File: src/rtl/pll_lock_sequencer.sv
// PLL power-up/recovery sequencer: pulses the PLL reset, qualifies the synchronized
// lock signal and holds the core reset until the clocks are stable.
module pll_lock_sequencer #(
  parameter int RST_CYCLES  = 16,
  parameter int LOCK_FILT   = 1024,
  parameter int HOLD_CYCLES = 64,
  parameter int TIMEOUT     = 1048576,
  parameter int CNTW        = 21
) (
  input  logic       clk,
  input  logic       rst,
  input  logic       pll_locked,
  input  logic       force_relock,
  output logic       pll_rst,
  output logic       sys_rst,
  output logic       ready,
  output logic       timeout_err,
  output logic [3:0] relock_cnt
);

  typedef enum logic [2:0] {
    S_RESET_PLL,
    S_WAIT_LOCK,
    S_FILTER,
    S_HOLD,
    S_RUN
  } state_t;

  localparam logic [CNTW-1:0] RST_LAST  = CNTW'(RST_CYCLES - 1);
  localparam logic [CNTW-1:0] FILT_LAST = CNTW'(LOCK_FILT - 1);
  localparam logic [CNTW-1:0] HOLD_LAST = CNTW'(HOLD_CYCLES - 1);
  localparam logic [CNTW-1:0] TO_LAST   = CNTW'(TIMEOUT - 1);

  state_t          state;
  state_t          state_next;
  logic [CNTW-1:0] cnt;
  logic [1:0]      lock_sync;
  logic            lock_s;
  logic            timeout_hit;
  logic            run_exit;

  assign lock_s = lock_sync[1];

  always_comb begin
    state_next  = state;
    timeout_hit = 1'b0;
    run_exit    = 1'b0;
    case (state)
      S_RESET_PLL: begin
        if (cnt == RST_LAST) state_next = S_WAIT_LOCK;
      end
      S_WAIT_LOCK: begin
        if (lock_s) begin
          state_next = S_FILTER;
        end else if (cnt == TO_LAST) begin
          state_next  = S_RESET_PLL;
          timeout_hit = 1'b1;
        end
      end
      S_FILTER: begin
        if (!lock_s)               state_next = S_WAIT_LOCK;
        else if (cnt == FILT_LAST) state_next = S_HOLD;
      end
      S_HOLD: begin
        // Lock loss wins over an expiring hold window.
        if (!lock_s)               state_next = S_RESET_PLL;
        else if (cnt == HOLD_LAST) state_next = S_RUN;
      end
      S_RUN: begin
        if (!lock_s || force_relock) begin
          state_next = S_RESET_PLL;
          run_exit   = 1'b1;
        end
      end
      default: state_next = S_RESET_PLL;
    endcase
  end

  always_ff @(posedge clk) begin
    if (rst) begin
      state       <= S_RESET_PLL;
      cnt         <= '0;
      lock_sync   <= 2'b00;
      pll_rst     <= 1'b1;
      sys_rst     <= 1'b1;
      ready       <= 1'b0;
      timeout_err <= 1'b0;
      relock_cnt  <= 4'd0;
    end else begin
      lock_sync <= {lock_sync[0], pll_locked};
      state     <= state_next;
      // No state loops back to itself, so any change of state is a fresh entry.
      if (state_next != state) cnt <= '0;
      else if (state != S_RUN) cnt <= cnt + CNTW'(1);
      pll_rst <= (state_next == S_RESET_PLL);
      sys_rst <= (state_next != S_RUN);
      ready   <= (state_next == S_RUN);
      if (timeout_hit) timeout_err <= 1'b1;
      if (run_exit && relock_cnt != 4'hF) relock_cnt <= relock_cnt + 4'd1;
    end
  end

endmodule

File: config.mk
export PLATFORM = sky130hd
export DESIGN_NAME = pll_lock_sequencer
export DESIGN_NICKNAME = d
export VERILOG_FILES = /design/src/rtl/pll_lock_sequencer.sv
export SDC_FILE = /design/constraint.sdc
export NUM_CORES = 1
export LEC_CHECK = 0
export ABC_AREA = 0
export CAP_MARGIN = 10
export CORE_MARGIN = 2
export CORE_UTILIZATION = 60
export CTS_CLUSTER_DIAMETER = 50
export DETAILED_ROUTE_END_ITERATION = 12
export PLACE_DENSITY = 0.81
export SLEW_MARGIN = 20
export SYNTH_ARGS = -nofsm -noshare
export SYNTH_HDL_FRONTEND = slang
export SYNTH_SLANG_ARGS = --single-unit
File: constraint.sdc
create_clock -name clk -period 3.6 [get_ports clk]
set_clock_uncertainty 0.2 [all_clocks]
set_input_delay 0.72 -clock clk [delete_from_list [all_inputs] [get_ports clk]]
set_output_delay 0.72 -clock clk [all_outputs]
set_load 0.05 [all_outputs]
==> metrics.txt, run 1 <==
Most Crowded Layer GR=met2; hold wc startpoint=lock_sync[0]; row count=19; Vias per Instance=6.21; share of the synthesized area in the top cell type=39.2%; Post-CTS Setup Bufs=0; met1 GRT Util=27.9%; PostCTS Resize Cnt=0; kind of critical path=reg2reg; CTS tree=done; Worst setup EP type=register; Routed Antenna Nets=0; Net Sw Frac=20.8%; Final Setup Violations=0; Root Buffer=clkbuf_4; port bufs=11; count of cell types in the netlist=45; Nets=206; final hold violation count=0; status=complete, no violations; layout cells sized above 1=10.4%; Required @ worst endpoint=3.58 ns; Synth Flop Type=dfxtp_1; power per cell area=354 mW/mm2; setup tns final=0 ns; Period minus WS final=2.65 ns; Logic pwr share=3.0%; Post-synth top cells=dfxtp_1, nor2_1, xor2_1; clock sink total=34; CTS max path bufs=2; sequential area share after synthesis=39.2%; I/O pin total=12; worst skew pair latency=0.35 ns; Slew Limit Fails=0; Setup WS pre-CTS=0.941 ns; Area Growth Syn to Fin=10.4%; Mapped Area=0.00173 mm2; Seq cells post-synth=34; TritonRoute pass-1 iters=5; CTS buffer count=5; Hold WC Path Type=reg2reg; fin util=69.4%; area leader, netlist=dfxtp_1; Mean Syn Cell Area=9.03 um2; Die H=57.8 um; Final HPWL DP=2540 um; initial antenna violation count=0; Net Count, Synth=198; GRT met3 Usage=5.80%; Lkg Pwr=0.000613 uW; largest net degree at the start of global routing=22; hold_buf cts=0; Overflow after GRT=0; Max rail drop VDD=0.405 mV; die width=57.8 um; # diodes=0; Psw=141 uW; Synth area leaders=dfxtp_1, xor2_1, a211oi_1; relative slew slack=42.9%; Die ar.=0.00334 mm2; GP Congestion=0.858; drt first-iter violations=78; Initial Utilization=62.9%; unrepaired setup endpoints after global routing=false; most frequent cell after synthesis=dfxtp_1; clock power share=40.2%; Setup WS post-layout=0.947 ns; Flop pwr share=56.7%; Data arrival, critical path=2.63 ns; Tcrit/Tclk final=73.7%; CTS H-tree lvls=2; Via Count=1440; CTS clock-pin slew for the worst setup and hold paths=0.10 ns; Worst Setup Start Kind=register; number of enable flip-flop cells after synthesis=0; GRT Resource Usage Total=24.3%; max frequency=377 MHz; worst slew pin tran=0.856 ns; internal power=537 uW; fillers=212; yosys warns=0; Pwr Total=678 uW; DRC Markers=0; total wire length=3560 um; first-pass GRT wire length=6240 um; Core Area=0.00276 mm2; Mapped Cells=192; Worst Path Max Fanout=14; critical path startpoint=cnt[0]; fraction of registers with async set/reset=0%; vias in the first global route=1416; met2 usage=41.9%; Max-Cap Viols=0; reg-to-reg startpoint=cnt[0]; Routed WL per cell=15.3 um
## kinds of logic after synthesis
family	synth area share [%]
simple gates	29.7
buf+inv	3.82
compound gates	13.1
fa+ha+maj	1.44
mux	1.15
xor+xnor	11.6
flops	39.2
## state kept, by name (all words and copies together) (netlist names)
register,count
sys_rst,1
relock_cnt,4
pll_rst,1
timeout_err,1
lock_sync,2
cnt,21
state,3
ready,1
## worst max-delay path: stages (launching register included)
cell and delay (ns):
dfxtp_1 0.41, ha_1 0.23, or4b_1 0.45, nor4_1 0.23, o21ai_1 0.20, a22oi_2 0.59
a211oi_1 0.17
## routing by layer
metal,wire [um],up-vias,part of all wire (%)
met2,1760,34,50
met3,165,8,4.6
li1,-,708,-
met5,0,-,0
met4,78,0,2.2
met1,1550,690,44
## cell usage in the layout (no fill, tap or decap), types with 2 or more instances in the layout
cell,count
mux2i_1,2
clkbuf_4,5
or4b_1,2
ha_1,2
clkdlybuf4s50_1,11
nor2_1,23
nand4_1,11
nand2b_1,3
nor3_2,5
or3_1,2
o21a_1,2
nor3_1,4
nor4b_1,2
xnor2_1,10
nand3_1,7
a211oi_1,12
nand2_1,11
xor2_1,13
or4_1,2
inv_1,4
nor2b_1,3
a311oi_1,2
clkbuf_1,2
a21oi_1,4
dfxtp_1,34
a211oi_2,2
## power groups by stage
stage          registers (uW)  logic, uW  clock network (uW)
2_1_floorplan             392       14.0                   0
3_3_place_gp              393       19.8                   0
3_5_place_dp              393       20.4                   0
4_1_cts                   384       20.5                 275
5_1_grt                   385       22.8                 296
6_report                  385       20.5                 273
## layout make-up
class                   count  area (um2)  area share, %
repair buffers             12         118           6.14
well taps                  31        38.8           2.03
clock buffers               7        45.0           2.35
multi-input cells         143         987           51.6
inverters                   4        15.0          0.784
flip-flops and latches     34         681           35.6
clock inverters             1        30.0           1.57
## final timing paths
path / end / slack [ns] / cells past startpoint
min reg2reg: lock_sync[1] / 0.26 / 1
min: lock_sync[1] / 0.26 / 1
max reg2reg: cnt[7] / 0.95 / 6
max: cnt[7] / 0.95 / 6
## through the flow
stage,std cells,hold WS (ns),cell area (um2)
after floorplan,192,0.214,1730
after global placement,224,0.235,1840
after detailed placement,224,0.235,1840
after CTS,232,0.264,1910
after global routing,232,0.278,1910
final,232,0.265,1910
Note: power is estimated with default switching activity, not from simulation.
==> run 2, diff against run 1 <==
- CORE_UTILIZATION: 60 -> 57
- PLACE_DENSITY: 0.81 -> 0.78
- clock period: 3.6 -> 2.7 ns (I/O delays scaled with it)
==> run 2 against run 1 <==
Critical endpoint is now pll_rst. Total power grew 24%. Via count is 0.14% lower. Clock power up 9.9%.
==> metrics.txt, run 2 (same netlist as run 1, synthesis figures left out) <==
status=complete, no violations; Worst Path Max Fanout=4; hold path endpoint=lock_sync[1]; GP Congestion=0.843; Slew Limit Fails=0; unrepaired setup endpoints after global routing=false; final hold violation count=0; Die H=59.2 um; Data arrival, critical path=2.41 ns; Max-Cap Viols=0; PostCTS Resize Cnt=0; relative slew slack=60.8%; Required @ worst endpoint=2.74 ns; R2R Setup Slk=0.33 ns; initial antenna violation count=0; Final Setup Violations=0; CTS buffer count=5; Lkg Pwr=0.000627 uW; CTS clock-pin slew for the worst setup and hold paths=0.11 ns; clock sink total=34; commonest non-fill, non-tap cell in the layout=dfxtp_1; hold_buf cts=0; Vias per Instance=6.04; GRT Resource Usage Total=23.6%; Slowest Stage Delay on Critical Path=0.46 ns; fillers=243; reg-to-reg startpoint=cnt[0]; Final HPWL DP=2540 um; layout cells sized above 1=13.2%; most frequent cells in the layout=dfxtp_1, nor2_1, xor2_1; Post-CTS Setup Bufs=0; Area Growth Syn to Fin=11.6%; Net Sw Frac=23.4%; DRC Markers=0; worst hold stages=1; Reg2Reg Depth=6; Pwr Total=841 uW; clock power share=35.7%; Routed WL per cell=15.4 um; drt first-iter violations=22; max frequency=422 MHz; Psw=197 uW; Hold WC Path Type=reg2reg; CTS tree=done; worst skew pair latency=0.35 ns; CTS H-tree lvls=2; Via Count=1438; CTS max path bufs=2; kind of critical path=reg2reg; power per cell area=434 mW/mm2; Routed Antenna Nets=0; Largest regs=cnt: 21 flops, relock_cnt: 4 flops, state: 3 flops; register with the most flip-flops=cnt; critical-path cell list=ha_1 -> or4b_1 -> nor4_1 -> o21ai_1 -> or2_0 -> a311o_1; Core Area=0.00298 mm2; RR Endpoint=pll_rst; Period minus WS final=2.37 ns; Nets=210; hold wc startpoint=lock_sync[0]; Max rail drop VDD=0.338 mV; Initial Utilization=58.2%; Tcrit/Tclk final=87.9%; Root Buffer=clkbuf_4; number of flip-flops in the largest register=21; row count=20; I/O pin total=12; worst slew pin tran=0.586 ns; vias in the first global route=1384; Die ar.=0.00350 mm2; die width=59.2 um; Logic pwr share=3.3%; largest net degree at the start of global routing=22; Worst Setup Start Kind=register; first-pass GRT wire length=6200 um; TritonRoute pass-1 iters=4; port bufs=11; setup tns final=0 ns; Flop pwr share=61.0%; # diodes=0; CP max-delay cell=or4b_1; total wire length=3670 um; Overflow after GRT=0; internal power=644 uW; Worst setup EP type=register
[run 2: cell types whose count changed in the layout (fill, tap and decap cells not counted)]
cell,delta
buf_4,+4
clkbuf_8,+1
bufinv_16,-1
clkinvlp_4,+1
clkbuf_1,-2
clkinv_2,+1
[run 2: critical path, delay by kind of cell (launching register included)]
kind	cells	cell delay, ns
AND/OR/NAND/NOR	3	0.91
flip-flops	1	0.41
AO/OA/AOI/OAI	2	0.52
adder cells (fa/ha/maj)	1	0.24
[run 2: power by group through the flow]
stage	clock network (uW)	registers [uW]	logic, uW
2_1_floorplan	0	523	18.6
3_3_place_gp	0	523	26.2
3_5_place_dp	0	524	28.0
4_1_cts	310	513	28.0
5_1_grt	328	514	30.9
6_report	300	513	27.8
[run 2: layout make-up]
class                      count  area, um2  area share [%]
multi-input combinational    143        987            51.0
sequential                    34        681            35.2
timing repair buffer          16        148            7.63
clock buffer                   6       51.3            2.65
tap                           33       41.3            2.13
inverter                       4       15.0           0.776
clock inverter                 2       12.5           0.646
[run 2: metal layers]
layer | wire length, um | part of all wire, % | vias to the layer above | global-route usage, %
li1 | - | - | 723 | -
met1 | 1680 | 46 | 686 | 30.1
met2 | 1840 | 50 | 25 | 37.9
met3 | 122 | 3.3 | 4 | 6.55
met4 | 31 | 0.84 | 0 | 9.09
met5 | 0 | 0 | - | 0
[run 2: metrics by stage]
step	hold WS [ns]	utilization, %	setup slack, ns	instance area (um2)	cells
floorplan	0.214	-	0.584	1730	192
global route	0.280	65.0	0.188	1940	238
detailed placement	0.238	62.9	0.336	1870	230
CTS	0.271	65.0	0.328	1940	238
global placement	0.222	62.9	0.376	1870	230
finish	0.269	65.0	0.328	1940	238
[run 2: how the worst max path moves through the flow]
stage / startpoint / endpoint / slack, ns / depth (start not counted)
floorplan: cnt[0] / pll_rst / 0.58 / 6
global placement: force_relock / cnt[4] / 0.38 / 7
detailed placement: force_relock / cnt[9] / 0.34 / 7
CTS: cnt[0] / pll_rst / 0.33 / 6
global route: state[1] / cnt[19] / 0.19 / 5
finish: cnt[0] / pll_rst / 0.33 / 6
==> run 3, diff against run 2 <==
- CELL_PAD_IN_SITES_DETAIL_PLACEMENT: unset -> 1
- CELL_PAD_IN_SITES_GLOBAL_PLACEMENT: unset -> 2
- CORE_UTILIZATION: 57 -> 36
- PLACE_DENSITY: 0.78 -> unset
- PLACE_DENSITY_LB_ADDON: unset -> 0.1
==> run 3 against run 2 <==
Total power up 8.9%. Combinational power is 3% higher. Critical path type unchanged. Routed wire length up 20%. Critical endpoint unchanged. First-iteration DRC count grew 150%. Sequential share of layout area decreased by 1.4 points. Design area is 4.3% higher. Worst hold slack got worse by 0.026 ns. Utilization down 22 points. Sequential power hardly changed. Clock power grew 25%.
==> metrics.txt, run 3 (same netlist as run 1, synthesis figures left out) <==
status=complete, no violations; Hold WC Path Type=reg2reg; port bufs=11; kind of critical path=reg2reg; vias in the first global route=1615; Core Area=0.00469 mm2; hold wc startpoint=lock_sync[0]; Slew Limit Fails=0; Nets=214; drt first-iter violations=54; GP Congestion=0.883; Vias per Instance=5.59; Largest regs=cnt: 21 flops, relock_cnt: 4 flops, state: 3 flops; CTS tree=done; total wire length=4400 um; most frequent cells in the layout=dfxtp_1, nor2_1, xor2_1; reg-to-reg startpoint=cnt[0]; DRC Markers=0; CTS max path bufs=2; register with the most flip-flops=cnt; Via Count=1469; TritonRoute pass-1 iters=2; largest net degree at the start of global routing=22; Lkg Pwr=0.000659 uW; Worst Path Max Fanout=4; CTS buffer count=5; die width=73.4 um; Final HPWL DP=3180 um; hold_buf cts=0; unrepaired setup endpoints after global routing=false; Root Buffer=clkbuf_8; initial antenna violation count=0; max frequency=418 MHz; commonest non-fill, non-tap cell in the layout=dfxtp_1; worst skew pair latency=0.29 ns; power per cell area=454 mW/mm2; I/O pin total=12; worst hold stages=1; Period minus WS final=2.39 ns; row count=25; clock sink total=34; Max-Cap Viols=0; Setup WS post-layout=0.308 ns; layout cells sized above 1=14.8%; R2R Setup Slk=0.31 ns; PostCTS Resize Cnt=0; Required @ worst endpoint=2.67 ns; Area Growth Syn to Fin=16.4%; relative slew slack=61.2%; Worst setup EP type=register; Data arrival, critical path=2.36 ns; setup tns final=0 ns; Max rail drop VDD=0.279 mV; Worst Setup Start Kind=register; hold path endpoint=lock_sync[1]; RR Endpoint=pll_rst; Overflow after GRT=0; Initial Utilization=37.0%; number of flip-flops in the largest register=21; Final Setup Violations=0; Routed WL per cell=16.7 um; # diodes=0; Reg2Reg Depth=6; worst slew pin tran=0.577 ns; Die H=73.4 um; first-pass GRT wire length=7670 um; Setup WS pre-CTS=0.298 ns; Routed Antenna Nets=0; Die ar.=0.00539 mm2; final hold violation count=0; CTS clock-pin slew for the worst setup and hold paths=0.07 ns; Tcrit/Tclk final=88.6%; GRT Resource Usage Total=18.6%; Post-CTS Setup Bufs=0; CTS H-tree lvls=2
-- run 3: worst max path at each step --
stage	start	to	slack (ns)
2_1_floorplan	cnt[0]	pll_rst	0.58
3_3_place_gp	force_relock	cnt[0]	0.34
3_5_place_dp	force_relock	cnt[13]	0.30
4_1_cts	cnt[0]	pll_rst	0.32
5_1_grt	cnt[0]	pll_rst	0.12
6_report	cnt[0]	pll_rst	0.31
-- run 3: per-layer routing --
layer / vias up / global-route usage (%) / wire, um
met5: - / 0 / 0
met1: 713 / 22.6 / 2040
met4: 0 / 8.28 / 115
li1: 725 / - / -
met2: 19 / 31.2 / 2140
met3: 12 / 4.53 / 104
-- run 3: cell type report --
cell class	count	area, um2
Tap cell	54	67.6
Inverter	4	15.0
Timing Repair Buffer	20	178
Fill cell	552	2670
Clock inverter	3	21.3
Clock buffer	5	68.8
Sequential cell	34	681
Multi-Input combinational cell	143	987
-- run 3: power by group --
group	internal [uW]	switching, uW	leakage [uW]
sequential	507	5.91	0.000275
clock	181	193	0.0000441
combinational	12.4	16.1	0.000340
-- run 3: metrics by stage --
| step | std cells | power, uW | hold WS [ns] | util, % | cell area [um2] |
|---|---|---|---|---|---|
| CTS | 263 | 935 | 0.251 | 43.0 | 2020 |
| global route | 263 | 956 | 0.278 | 43.0 | 2020 |
| floorplan | 192 | 541 | 0.214 | - | 1730 |
| finish | 263 | 915 | 0.244 | 43.0 | 2020 |
| global placement | 255 | 551 | 0.238 | 41.1 | 1930 |
| detailed placement | 255 | 553 | 0.232 | 41.1 | 1930 |
-- run 3: worst max-delay path: stages (launching register included) --
cell and delay, ns:
dfxtp_1 0.40, ha_1 0.25, or4b_1 0.47, nor4_1 0.22, o21ai_1 0.17, or2_0 0.23, a311o_1 0.34
